`src/rtl/vsqrt_iter.sv`:
```
// vsqrt_iter: multi-lane IEEE binary16 square root using a radix-2 restoring
// digit recurrence. Each lane resolves one root bit per cycle for 12 cycles.
// Special operands (zero, inf, NaN, negative values) still take the full 12
// cycles, and their result is selected when the output register is loaded.
// Optional build macro: VSQRT_SUBNORMAL_EN. When it is defined, positive
// subnormals are normalised and then rooted. When it is not defined, they
// flush to +0.
module vsqrt_iter #(
  parameter int LANES = 4
) (
  input  logic                 CLK,
  input  logic                 nRST,
  input  logic                 in_valid,
  output logic                 in_ready,
  input  logic [16*LANES-1:0]  in_data,
  output logic                 out_valid,
  input  logic                 out_ready,
  output logic [16*LANES-1:0]  out_data,
  output logic [LANES-1:0]     out_nv
);

  typedef enum logic [1:0] {IDLE, CALC, DONE} state_t;

  state_t     state_reg, state_next;
  logic [3:0] cnt_reg, cnt_next;
  logic       accept, last_iter;

  // Returns the left shift that moves the leading one of a subnormal
  // mantissa up to bit 10.
  function automatic logic [3:0] norm_shift(input logic [9:0] m);
    norm_shift = 4'd10;
    for (int i = 0; i < 10; i++)
      if (m[i]) norm_shift = 4'(10 - i);
  endfunction

  // Returns the unbiased exponent. For a subnormal this includes the
  // normalisation shift.
  function automatic logic signed [6:0] unb_exp(input logic [15:0] op);
    if (op[14:10] == 5'd0)
      unb_exp = -7'sd14 - $signed({3'b000, norm_shift(op[9:0])});
    else
      unb_exp = $signed({2'b00, op[14:10]}) - 7'sd15;
  endfunction

  // Returns the 11-bit significand with its leading one at bit 10.
  function automatic logic [10:0] sig_of(input logic [15:0] op);
    if (op[14:10] == 5'd0)
      sig_of = {1'b0, op[9:0]} << norm_shift(op[9:0]);
    else
      sig_of = {1'b1, op[9:0]};
  endfunction

  assign accept    = in_valid && (state_reg == IDLE);
  assign last_iter = (state_reg == CALC) && (cnt_reg == 4'd11);
  assign in_ready  = (state_reg == IDLE);
  assign out_valid = (state_reg == DONE);

  // State and iteration counter registers.
  always_ff @(posedge CLK or negedge nRST) begin
    if (!nRST) begin
      state_reg <= IDLE;
      cnt_reg   <= 4'd0;
    end else begin
      state_reg <= state_next;
      cnt_reg   <= cnt_next;
    end
  end

  // Next-state logic: accept a vector, count 12 iterations, then wait for
  // the consumer to take the result.
  always_comb begin
    state_next = state_reg;
    cnt_next   = cnt_reg;
    case (state_reg)
      IDLE: if (in_valid) begin
        state_next = CALC;
        cnt_next   = 4'd0;
      end
      CALC: begin
        cnt_next = cnt_reg + 4'd1;
        if (cnt_reg == 4'd11) state_next = DONE;
      end
      DONE: if (out_ready) state_next = IDLE;
      default: state_next = IDLE;
    endcase
  end

  genvar gi;
  generate
    for (gi = 0; gi < LANES; gi++) begin : g_lane
      logic [15:0] in_lane, op_reg;
      logic [23:0] rad_in, rad_reg;
      logic [11:0] rem_reg;
      logic [10:0] q_reg;
      logic [13:0] rem_sh, trial, rem_next;
      logic [11:0] q_next, sum;
      logic        ge, inc;
      logic signed [6:0] e_in, er;
      logic [6:0]  biased;
      logic [15:0] norm_val, spec_val, res_reg;
      logic        spec_hit, spec_nv, nv_reg;

      assign in_lane = in_data[16*gi +: 16];

      // Build the radicand sig << (12 + odd) at accept time.
      always_comb begin
        e_in   = unb_exp(in_lane);
        rad_in = e_in[0] ? {sig_of(in_lane), 13'd0} : {1'b0, sig_of(in_lane), 12'd0};
      end

      // One restoring step: bring down two radicand bits and try root bit 1.
      always_comb begin
        rem_sh   = {rem_reg, rad_reg[23:22]};
        trial    = {1'b0, q_reg, 2'b01};
        ge       = (rem_sh >= trial);
        rem_next = ge ? (rem_sh - trial) : rem_sh;
        q_next   = {q_reg, ge};
      end

      // Round the final root to nearest even and pack the result. A carry
      // out of rounding bumps the exponent and leaves a zero mantissa.
      always_comb begin
        er       = unb_exp(op_reg) >>> 1;
        inc      = q_next[0] & ((rem_next != 14'd0) | q_next[1]);
        sum      = {1'b0, q_next[11:1]} + {11'd0, inc};
        biased   = er + 7'd15 + {6'd0, sum[11]};
        norm_val = {1'b0, biased[4:0], sum[11] ? 10'd0 : sum[9:0]};
      end

      // Classify the operand and decide whether it needs a special result.
      always_comb begin
        spec_hit = 1'b1;
        spec_val = 16'h7E00;
        spec_nv  = 1'b0;
        if (op_reg[14:10] == 5'h1F) begin
          if (op_reg[9:0] != 10'd0) spec_nv = ~op_reg[9];
          else if (op_reg[15])      spec_nv = 1'b1;
          else                      spec_val = 16'h7C00;
        end else if (op_reg[14:0] == 15'd0) begin
          spec_val = op_reg;
        end else if (op_reg[15]) begin
          spec_nv = 1'b1;
        end else if (op_reg[14:10] == 5'd0) begin
`ifdef VSQRT_SUBNORMAL_EN
          spec_hit = 1'b0;
`else
          spec_val = 16'h0000;
`endif
        end else begin
          spec_hit = 1'b0;
        end
      end

      // Per-lane datapath state: capture on accept, iterate in CALC, and
      // load the output on the last iteration.
      always_ff @(posedge CLK or negedge nRST) begin
        if (!nRST) begin
          op_reg  <= 16'd0;
          rad_reg <= 24'd0;
          rem_reg <= 12'd0;
          q_reg   <= 11'd0;
          res_reg <= 16'd0;
          nv_reg  <= 1'b0;
        end else if (accept) begin
          op_reg  <= in_lane;
          rad_reg <= rad_in;
          rem_reg <= 12'd0;
          q_reg   <= 11'd0;
        end else if (state_reg == CALC) begin
          rad_reg <= rad_reg << 2;
          rem_reg <= rem_next[11:0];
          q_reg   <= q_next[10:0];
          if (last_iter) begin
            res_reg <= spec_hit ? spec_val : norm_val;
            nv_reg  <= spec_hit & spec_nv;
          end
        end
      end

      assign out_data[16*gi +: 16] = res_reg;
      assign out_nv[gi]            = nv_reg;
    end
  endgenerate

endmodule

```
`config.mk`:
```
export PLATFORM = sky130hd
export DESIGN_NAME = vsqrt_iter
export DESIGN_NICKNAME = d
export VERILOG_FILES = /design/src/rtl/vsqrt_iter.sv
export SDC_FILE = /design/constraint.sdc
export NUM_CORES = 1
export LEC_CHECK = 0
export CORE_MARGIN = 5
export CORE_UTILIZATION = 50
export DETAILED_ROUTE_END_ITERATION = 16
export PLACE_DENSITY_LB_ADDON = 0.15
export SETUP_SLACK_MARGIN = 0.1
export SLEW_MARGIN = 15
export SYNTH_ARGS = -nofsm -noshare
export SYNTH_HDL_FRONTEND = slang
export SYNTH_SLANG_ARGS = --single-unit
```
`constraint.sdc`:
```
create_clock -name CLK -period 7.95 [get_ports CLK]
set_input_delay 2.385 -clock CLK [delete_from_list [all_inputs] [get_ports CLK]]
set_output_delay 2.385 -clock CLK [all_outputs]
set_load 0.01 [all_outputs]
```
==> Word-level counts from Yosys, hierarchy flattened <==
Cells that the tools add are included.
{ "op_classes": {"reduce_logical": 28, "n_shift": 4, "n_mul": 0, "mux": 194, "bitwise_logic": 17, "n_addsub": 33, "eq_ne": 10, "div": 0, "magnitude_cmp": 4} }
{ "op_table": {"columns": ["operator", "count"], "rows": [
  ["4-bit two-way mux", 73],
  ["24-bit two-way mux", 12],
  ["16-bit two-way mux", 12],
  ["11-bit two-way mux", 12],
  ["10-bit two-way mux", 12],
  ["15-bit two-way mux", 8],
  ["12-bit two-way mux", 8],
  ["15-bit zero test", 4],
  ["14-bit by 13-bit >= comparator with 1-bit output", 4],
  ["14-bit two-way mux", 4],
  ["14-bit nonzero test", 4],
  ["14-bit by 13-bit subtractor with 14-bit output", 4],
  ["11-bit by 1-bit adder with 12-bit output", 4],
  ["10-bit by 4-bit << shifter with 11-bit output", 4],
  ["5-bit zero test", 8],
  ["10-bit nonzero test", 4],
  ["1-bit two-way mux", 36],
  ["6-bit two-way mux", 4],
  ["5-bit by 4-bit subtractor with 6-bit output, second input constant", 4],
  ["5-bit by 5-bit subtractor with 6-bit output, first input constant", 4],
  ["2-bit two-way mux", 11],
  ["5-bit by 1-bit adder with 5-bit output", 4],
  ["5-bit adder, second input constant", 4],
  ["5-bit == test, second input constant", 4],
  ["18 further kinds", 42]
]} }
{ "word_totals": {"input_bits": 68, "mem_bits_ro": 0, "elab_cells": 316, "out_inout_bits": 70, "mem_bits_rw": 0, "memories": 0, "regBits": 326, "latchBits": 0} }

==> Depth between registers and ports, before layout <==
Gate-level depths: netlist of the first run.
{ "logic_depth": {"ltp_word": 15, "ltp_mapped": 17, "ltp_nobuf": 17} }

==> Least setup slack after synthesis of the first run <==
OpenSTA, ideal clock, no wires.
{ "synth_timing": {"path_kind": "input port to flip-flop", "startpoint": "input in_data[56]", "endpoint": "register g_lane[3].rad_reg[18]", "path_stages": 8, "arrival_time_ns": 4.118, "setup_ns": 0.126, "slack_ns": 3.706, "path_buffers": 1, "required_time_ns": 7.824, "cell_sequence": "clkbuf_1 -> nor2_1 -> a21oi_4 -> mux2i_1 -> o21ai_0 -> mux2_2 -> and3_1 -> o32a_1"} }
{ "synth_via": {"elab_chain_cells": 7, "word_cells_on_any_way": 9, "cone_classes": "add/sub: 1; shift: 1; mux: 7"} }
{ "synth_rtl": {"columns": ["element", "line_no", "rtl"], "rows": [
  ["from (decl)", "15", "input logic [16*LANES-1:0] in_data,"],
  ["4-bit two-way mux (2 in a row)", "33", "if (m[i]) norm_shift = 4'(10 - i);"],
  ["4-bit two-way mux", "39", "if (op[14:10] == 5'd0)"],
  ["10-bit by 4-bit << shifter with 11-bit output / 1-bit subtractor (equally long branches)", "48, 40", null],
  ["11-bit two-way mux / 1-bit two-way mux (equally long branches)", "47, 39", null],
  ["24-bit two-way mux (*)", "108", "rad_in = e_in[0] ? {sig_of(in_lane), 13'd0} : {1'b0, sig_of(in_lane), 12'd0};"],
  ["24-bit two-way mux (*)", "164", "end else if (accept) begin"],
  ["to (signal assigned)", "166", "rad_reg <= rad_in;"],
  ["to (signal assigned)", "170", "rad_reg <= rad_reg << 2;"],
  ["to (decl)", "92", "logic [23:0] rad_in, rad_reg;"]
]} }
Mark *: on every way between the ends. The rest lies on a longest branch, timed or not. The select of a mux whose other input is x is not followed.
A chain may end at the register's enable or synchronous reset.

==> Final worst setup path of the first run <==
{ "layout_timing": {"startpoint": "input in_data[41]", "endpoint": "register g_lane[2].rad_reg[21]"} }
{ "layout_via": {"elab_chain_cells": 6, "word_cells_on_any_way": 8, "cone_classes": "add/sub: 1; shift: 1; mux: 6"} }
{ "layout_rtl": {"columns": ["element", "line_no"], "rows": [
  ["4-bit two-way mux", "33"],
  ["4-bit two-way mux", "39"],
  ["10-bit by 4-bit << shifter with 11-bit output / 1-bit subtractor (equally long branches)", "48, 40"],
  ["11-bit two-way mux / 1-bit two-way mux (equally long branches)", "47, 39"],
  ["24-bit two-way mux (*)", "108"],
  ["24-bit two-way mux (*)", "164"],
  ["to (signal assigned)", "166"],
  ["to (signal assigned)", "170"],
  ["to (decl)", "92"]
]} }
Marks and branches as above.

==> results of run 1 <==
==> per-layer routing <==
metal  track usage  wire length, um  vias to the layer above
met3       0.04564             3773                       94
met5             0                0                        -
met1        0.3762            25280                     8255
met4       0.07348             1408                        0
li1              -                -                     8352
met2        0.3897            23540                      580
==> final timing paths <==
kind,slack (ns),startpoint,to
setup / recovery,2.91,in_data[41],g_lane[2].rad_reg[21]$_DFFE_PN0P_
hold / removal,0.47,g_lane[2].res_reg[8]$_DFFE_PN0P_,g_lane[2].res_reg[8]$_DFFE_PN0P_
min in group asynchronous,1.89,nRST,g_lane[3].rem_reg[9]$_DFFE_PN0P_
setup reg to reg,4.07,g_lane[2].q_reg[0]$_DFFE_PN0P_,g_lane[2].res_reg[14]$_DFFE_PN0P_
max in group asynchronous,4.66,nRST,g_lane[0].op_reg[14]$_DFFE_PN0P_
hold reg to reg,0.47,g_lane[2].res_reg[8]$_DFFE_PN0P_,g_lane[2].res_reg[8]$_DFFE_PN0P_
==> cells by family after synthesis <==
family / share of synthesized area
compound gates: 0.2352
xor+xnor: 0.04125
fa+ha+maj: 0.05423
buf+inv: 0.04660
flops: 0.3723
mux: 0.03696
simple gates: 0.2135
==> area by class of cell <==
type	instances	area [um^2]	share of cell area
clock buffer	51	1049	0.04880
tap	468	585.6	0.02725
sequential	278	6957	0.3238
multi-input combinational	1767	10910	0.5078
inverter	98	367.9	0.01712
timing repair buffer	152	1501	0.06988
clock inverter	8	115.1	0.005357
==> cell usage after synthesis (14+ instances only) <==
cell type / instances
a211oi_1: 14
a21o_1: 26
a21oi_1: 133
a31oi_1: 18
and2_1: 18
and3_1: 19
buf_1: 14
clkbuf_1: 95
dfrtp_1: 278
ha_1: 81
inv_1: 97
mux2i_1: 60
nand2_1: 316
nand2b_1: 14
nand3_1: 121
nand4_1: 15
nor2_1: 181
nor3_1: 67
nor4_1: 26
o21a_1: 19
o21ai_0: 241
o21bai_1: 14
o22ai_1: 16
o31ai_1: 19
xnor2_1: 68
xor2_1: 20
==> power by group <==
group / switching, W / internal, W
registers: 0.000614 / 0.00208
clock network: 0.000604 / 0.00101
logic: 0.00326 / 0.00240
==> worst max-delay path: cells and delay by family <==
family,cells,cell delay (ns)
AND/OR/NAND/NOR,1,0.11
AO/OA/AOI/OAI,4,1.55
buffers and inverters,2,1.37
==> stage by stage <==
stage	std cells	hold WS (ns)	cell area, um^2
after floorplan	2267	0.4468	18690
after global placement	2763	0.4605	20320
after detailed placement	2763	0.4693	20320
after CTS	2822	0.4821	21490
after global routing	2822	0.4968	21490
final	2822	0.4720	21490
==> impl_metrics.json, run 1 <==
{
  "coreArea_um2": 36790,
  "clock_latency_ns": 0.53,
  "clockRootBuffer": "clkbuf_16",
  "final_cell_mix": "314 x nand2_1, 278 x dfrtp_1, 241 x o21ai_0",
  "synthDistinctLibCells": 93,
  "powerDensity_nw_per_um2": 463.4,
  "synthCells": 2267,
  "rsz0062_at_grt": "no",
  "end_kind": "register",
  "htree_levels": 2,
  "clk_path_buf_depth": 3,
  "grt_pass1_wl_um": 88130,
  "syn-num-nets": 2416,
  "layout_min_cycle_time_ns": 5.039,
  "drive_above_1_share": 0.05268,
  "place_ws_ns": 2.439,
  "die_y_um": 203.3,
  "place_congestion": 0.9292,
  "cts.sinks": 278,
  "start_kind": "input pin",
  "post_cts_buffers": 0,
  "synth_edf_count": 0,
  "hpwlAfterDp_um": 38360,
  "max_freq_ghz": 0.1985,
  "drt_wl_total_um": 54000,
  "cts_buffers": 34,
  "overflow": 0,
  "fin_util": 0.5841,
  "initial_core_util": 0.5080,
  "avgViaCountPerCell": 6.124,
  "fin_nets": 2480,
  "holdBufCountCts": 0,
  "grt.total_usage": 0.2561,
  "diodes": 0,
  "hold_depth": 2,
  "vdd_drop_max_uv": 189.6,
  "layout_commonest_cell": "nand2_1",
  "tns_ns": 0,
  "wl_per_cell_um": 19.13,
  "hold_viol": 0,
  "drt_iter0_drc": 1695,
  "totalPowerFinal_w": 0.009957,
  "cts_tree": "built",
  "post_cts_resized": 0,
  "finalMaxSlewViolations": 0,
  "synth.yosys.warnings": 0,
  "io_pins": 138,
  "antenna_found_initial": 0,
  "yosysSeqAreaShare": 0.3723,
  "fp.dieW_um": 203.3,
  "run_status": "finished clean",
  "drv_cap": 0,
  "async_flop_share": 1.000,
  "yosys.area.top_type": "dfrtp_1",
  "vias": 17280,
  "cp_slowest_stage_delay_ns": 0.94,
  "clk_pin_slew_ns": 0.06,
  "critical_path_class": "in -> reg",
  "rows": 70,
  "port_buffers": 137,
  "cp_cell_sequence": "clkdlybuf4s50_1 > clkinv_1 > o31a_1 > a2111oi_0 > nor3b_1 > a311oi_1 > o211ai_1",
  "syn_to_final_growth_pct": 14.99,
  "hold_class": "reg -> reg",
  "setup_slack_ns": 2.911,
  "drtPass1Iterations": 6,
  "die-area_um2": 41340,
  "fill_cells": 3422,
  "ant_nets": 0,
  "slew_headroom": 0.2950,
  "synth-seq-cells": 278,
  "ys.flop_type": "dfrtp_1",
  "cp.required_ns": 8.34,
  "grt_max_degree": 166,
  "synth_top_area_frac": 0.3723,
  "syn_area_per_cell_um2": 8.243,
  "r2r.worst_path.cells": 15,
  "skew_ns": 0.01427,
  "worstPathArrival_ns": 5.43,
  "p_leak_nw": 9.185,
  "drc": 0,
  "setup_viol": 0,
  "netlist_area_um2": 18690,
  "synth_top_cells_by_area": "dfrtp_1 37%, o21ai_0 6.5%, nand2_1 6.3%, ha_1 5.4%, nor2_1 3.6%",
  "path_max_fanout": 21,
  "worst_pin_slew_ns": 1.057,
  "finalCritPeriodShare": 0.6338,
  "grt_pass1_vias": 16530,
  "slowest_stage": "clkdlybuf4s50_1"
}
Power figures use the tool's default switching activity.
==> run 2, diff against run 1 <==
==> constraint.sdc (replaced) <==
create_clock -name CLK -period 4.4 [get_ports CLK]
set_input_delay 1.32 -clock CLK [delete_from_list [all_inputs] [get_ports CLK]]
set_output_delay 1.32 -clock CLK [all_outputs]
set_load 0.01 [all_outputs]
==> impl_metrics.json, run 2 (synthesis results as in run 1) <==
{
  "run_status": "finished clean",
  "cts.sinks": 278,
  "cp.required_ns": 4.80,
  "skew_ns": 0.01680,
  "powerDensity_nw_per_um2": 824.9,
  "drive_above_1_share": 0.06535,
  "overflow": 0,
  "worstPathArrival_ns": 4.08,
  "cp_top_family": "compound AO/OA/AOI/OAI gates",
  "rows": 70,
  "setup.worst_path.start": "g_lane[2].q_reg[0]$_DFFE_PN0P_",
  "start_kind": "register",
  "slowest_stage": "dfrtp_1",
  "fin_nets": 2514,
  "initial_core_util": 0.5080,
  "grt_max_degree": 126,
  "max_freq_ghz": 0.2717,
  "multi_input_area_um2": 10910,
  "cp_cell_sequence": "inv_1 > ha_1 > nor2b_1 > o31a_4 > nor4_4 > o31ai_4 > o21bai_2 > a2111oi_4 > nand3_1 > ha_1 > ha_1 > xnor2_1 > a221o_1",
  "seqCellArea_um2": 6957,
  "holdBufCountCts": 0,
  "final_cell_mix": "314 x nand2_1, 278 x dfrtp_1, 241 x o21ai_0",
  "coreArea_um2": 36790,
  "worstReg2RegStart": "g_lane[2].q_reg[0]$_DFFE_PN0P_",
  "slew_headroom": 0.2048,
  "fill_cells": 3381,
  "drv_cap": 0,
  "io_pins": 138,
  "diodes": 0,
  "worst_pin_slew_ns": 1.182,
  "clk_path_buf_depth": 3,
  "drt_wl_total_um": 54920,
  "grt.total_usage": 0.2619,
  "cts_tree": "built",
  "numPlacedInstances": 2797,
  "hold_class": "reg -> reg",
  "avgViaCountPerCell": 6.085,
  "grt_pass1_wl_um": 90250,
  "rsz0062_at_grt": "no",
  "fin_util": 0.5906,
  "path_max_fanout": 6,
  "worst_path_most_repeated_cell": "ha_1",
  "hpwlAfterDp_um": 39660,
  "p_leak_nw": 9.331,
  "vdd_drop_max_uv": 381.2,
  "drtPass1Iterations": 5,
  "port_buffers": 137,
  "stdcell_count": 2855,
  "finalCritPeriodShare": 0.8365,
  "post_cts_buffers": 0,
  "vias": 17370,
  "htree_levels": 2,
  "die_y_um": 203.3,
  "syn_to_final_growth_pct": 16.26,
  "layout_min_cycle_time_ns": 3.681,
  "end_kind": "register",
  "crit_buf_inv": 1,
  "cts_buffers": 34,
  "tns_ns": 0,
  "critical_path_class": "reg -> reg",
  "cp_slowest_stage_delay_ns": 0.42,
  "fp.dieW_um": 203.3,
  "clock_latency_ns": 0.53,
  "grt_pass1_vias": 16870,
  "layout_commonest_cell": "nand2_1",
  "setup_viol": 0,
  "drt_iter0_drc": 1443,
  "min_from": "g_lane[1].res_reg[3]$_DFFE_PN0P_",
  "antenna_found_initial": 0,
  "ant_nets": 0,
  "place_congestion": 0.9606,
  "clk_pin_slew_ns": 0.06,
  "die-area_um2": 41340,
  "clockRootBuffer": "clkbuf_16",
  "wl_per_cell_um": 19.24,
  "post_cts_resized": 0,
  "drc": 0,
  "hold_viol": 0,
  "finalMaxSlewViolations": 0
}
[run 2: cell types whose count changed in the layout (fill, tap and decap cells not counted)]
cell	previous run	this run
clkbuf_1	7	8
clkinv_2	5	6
buf_12	1	4
clkbuf_8	7	4
bufinv_16	3	2
clkinvlp_4	0	1
buf_4	14	45
[run 2: final timing paths]
path | cells past startpoint | slack [ns] | end
min | 2 | 0.48 | g_lane[1].res_reg[3]$_DFFE_PN0P_
max reg2reg | 13 | 0.72 | g_lane[2].res_reg[12]$_DFFE_PN0P_
max | 13 | 0.72 | g_lane[2].res_reg[12]$_DFFE_PN0P_
min in group asynchronous | 1 | 0.74 | g_lane[3].res_reg[8]$_DFFE_PN0P_
max in group asynchronous | 2 | 2.75 | g_lane[0].rem_reg[7]$_DFFE_PN0P_
min reg2reg | 2 | 0.48 | g_lane[1].res_reg[3]$_DFFE_PN0P_
[run 2: worst min-delay path, stage by stage, from the launching register on]
cell     delay (ns)
dfrtp_1        0.34
nand2_1        0.04
o21ai_0        0.06
[run 2: power breakdown]
part,switching (W),internal [W]
clock,0.00109,0.00171
combinational,0.00588,0.00439
sequential,0.00109,0.00376
total,0.00807,0.00985
[run 2: area by class of cell]
type	count	share of cell area
clock buffer	49	0.04654
inverter	98	0.01693
tap	468	0.02695
multi-input combinational	1767	0.5023
sequential	278	0.3202
timing repair buffer	186	0.08259
clock inverter	9	0.004492
[run 2: metal layers]
metal / vias up / GRT usage / part of all wire
li1: 8390 / - / -
met5: - / 0 / 0
met2: 556 / 0.3943 / 0.44
met1: 8331 / 0.3908 / 0.47
met3: 95 / 0.04325 / 0.064
met4: 0 / 0.07396 / 0.027
[run 2: stage by stage]
step / cell area, um^2 / hold WS, ns / worst slack (ns) / total power [W]
detailed placement: 20620 / 0.4689 / 0.3030 / 0.01501
CTS: 21720 / 0.4821 / 0.7269 / 0.01793
floorplan: 18690 / 0.4468 / 1.221 / 0.01218
global route: 21720 / 0.4999 / 0.5114 / 0.01952
global placement: 20620 / 0.4619 / 0.3348 / 0.01475
finish: 21720 / 0.4783 / 0.7194 / 0.01792
==> run 3, diff against run 2 <==
==> constraint.sdc (replaced) <==
create_clock -name CLK -period 3.2 [get_ports CLK]
set_input_delay 0.96 -clock CLK [delete_from_list [all_inputs] [get_ports CLK]]
set_output_delay 0.96 -clock CLK [all_outputs]
set_load 0.01 [all_outputs]
==> impl_metrics.json, run 3 (synthesis results as in run 1) <==
{
  "run_status": "finished clean",
  "antenna_found_initial": 0,
  "drt_iter0_drc": 1315,
  "slew_headroom": 0.2772,
  "grt_pass1_vias": 17900,
  "cts.sinks": 278,
  "worstReg2RegStart": "g_lane[0].rem_reg[0]$_DFFE_PN0P_",
  "ant_nets": 0,
  "top_layer": "met4",
  "fin_nets": 2769,
  "skew_ns": 0.02233,
  "worstPathArrival_ns": 3.44,
  "clk_path_buf_depth": 3,
  "cp_cell_sequence": "ha_1 > a211oi_2 > o31ai_2 > a21oi_2 > or3_4 > or4_4 > ha_4 > ha_4 > nand2_1 > nor2_1 > xnor2_1 > a21oi_1 > nor2_1",
  "routed-wl-met2_um": 27290,
  "clock_latency_ns": 0.52,
  "htree_levels": 2,
  "drc": 0,
  "hold_viol": 0,
  "setup_slack_ns": 0.1579,
  "avgViaCountPerCell": 5.962,
  "powerDensity_nw_per_um2": 1133,
  "final_cell_mix": "312 x nand2_1, 290 x buf_4, 272 x dfrtp_1",
  "hold_class": "in -> async",
  "p_leak_nw": 10.63,
  "finalMaxSlewViolations": 0,
  "path_max_fanout": 3,
  "grt.total_usage": 0.2743,
  "critical_path_class": "reg -> reg",
  "layout_commonest_cell": "nand2_1",
  "diodes": 0,
  "port_buffers": 137,
  "wl_per_cell_um": 18.92,
  "place_ws_ns": -0.2790,
  "hpwlAfterDp_um": 43350,
  "tns_ns": 0,
  "die-area_um2": 41340,
  "crit_buf_inv": 0,
  "cts_buffers": 34,
  "r2r.worst_path.cells": 13,
  "slowest_stage": "or4_4",
  "totalPowerFinal_w": 0.02743,
  "die_y_um": 203.3,
  "drv_cap": 0,
  "met1Wirelength_um": 27070,
  "fp.dieW_um": 203.3,
  "cp_slowest_stage_delay_ns": 0.57,
  "initial_core_util": 0.5080,
  "wl_met3_um": 3248,
  "setup.worst_path.start": "g_lane[0].rem_reg[0]$_DFFE_PN0P_",
  "grt_pass1_wl_um": 94450,
  "coreArea_um2": 36790,
  "r2r_end": "g_lane[0].res_reg[14]$_DFFE_PN0P_",
  "setup_viol": 0,
  "syn_to_final_growth_pct": 29.58,
  "drt_wl_total_um": 58840,
  "io_pins": 138,
  "cts_tree": "built",
  "start_kind": "register",
  "overflow": 0,
  "cp_top_family": "simple AND/OR/NAND/NOR gates",
  "vias": 18540,
  "place_congestion": 0.9517,
  "max_freq_ghz": 0.3287,
  "grt_max_degree": 137,
  "layout_min_cycle_time_ns": 3.042,
  "clockRootBuffer": "clkbuf_16",
  "r2r_slack_ns": 0.16,
  "rows": 70,
  "vdd_drop_max_uv": 495.6,
  "crit_end": "g_lane[0].res_reg[14]$_DFFE_PN0P_",
  "cp.required_ns": 3.59,
  "finalCritPeriodShare": 0.9507,
  "cp.depth": 13,
  "rsz0062_at_grt": "yes",
  "drtPass1Iterations": 6,
  "clk_pin_slew_ns": 0.06,
  "worst_pin_slew_ns": 1.074,
  "drive_above_1_share": 0.1851,
  "end_kind": "register",
  "fin_util": 0.6583
}
run 3: timing repair:
action | CTS | global route
hold buffers | 0 | 0
setup endpoints to repair | 14 | 19
buffers inserted | 7 | 9
gates resized for setup | 34 | 56
pin swaps | 14 | 23
run 3: how the worst min path moves through the flow:
stage                                  endpoint  depth (start not counted)  slack [ns]
2_1_floorplan   g_lane[1].op_reg[0]$_DFFE_PN0P_                          2        0.45
3_3_place_gp       g_lane[1].nv_reg$_DFFE_PN0P_                          1        0.46
3_5_place_dp    g_lane[3].op_reg[0]$_DFFE_PN0P_                          2        0.46
4_1_cts         g_lane[3].op_reg[0]$_DFFE_PN0P_                          2        0.48
5_1_grt        g_lane[3].res_reg[7]$_DFFE_PN0P_                          2        0.51
6_report         g_lane[3].q_reg[8]$_DFFE_PN0P_                          1        0.43
run 3: layout make-up:
cell class                      instances  area [um^2]
Tap cell                              468        585.6
Sequential cell                       278         6964
Fill cell                            3169        12570
Clock inverter                         16        202.7
Clock buffer                           42        952.2
Multi-Input combinational cell       1767        11330
Inverter                               98        367.9
Timing Repair Buffer                  441         3807
run 3: worst reg2reg max path, delay by kind of cell (launching register included):
family                     cells  cell delay [ns]
AOI/OAI and AO/OA              4             0.66
DFF                            1             0.40
xor gates and xnor gates       1             0.14
adders and majority gates      3             0.67
and+or+nand+nor                5             1.06
run 3: layer usage:
layer  GRT usage  up-vias
met3     0.03403       90
met2      0.4432      562
li1            -     8931
met1      0.3966     8958
met4     0.06432        0
met5           0        -
run 3: power by group:
group | internal, W | leakage, nW | switching [W]
logic | 0.00777 | 6.59 | 0.00900
registers | 0.00517 | 3.48 | 0.00149
clock network | 0.00244 | 0.564 | 0.00156
total | 0.0154 | 10.6 | 0.0120
run 3: metrics by stage:
| stage | instance area, um^2 | hold slack (ns) | std cells |
|---|---|---|---|
| 2_1_floorplan | 18690 | 0.4468 | 2267 |
| 3_3_place_gp | 22510 | 0.4632 | 3036 |
| 3_5_place_dp | 22510 | 0.4632 | 3036 |
| 4_1_cts | 23900 | 0.4784 | 3101 |
| 5_1_grt | 24210 | 0.5085 | 3110 |
| 6_report | 24210 | 0.4346 | 3110 |
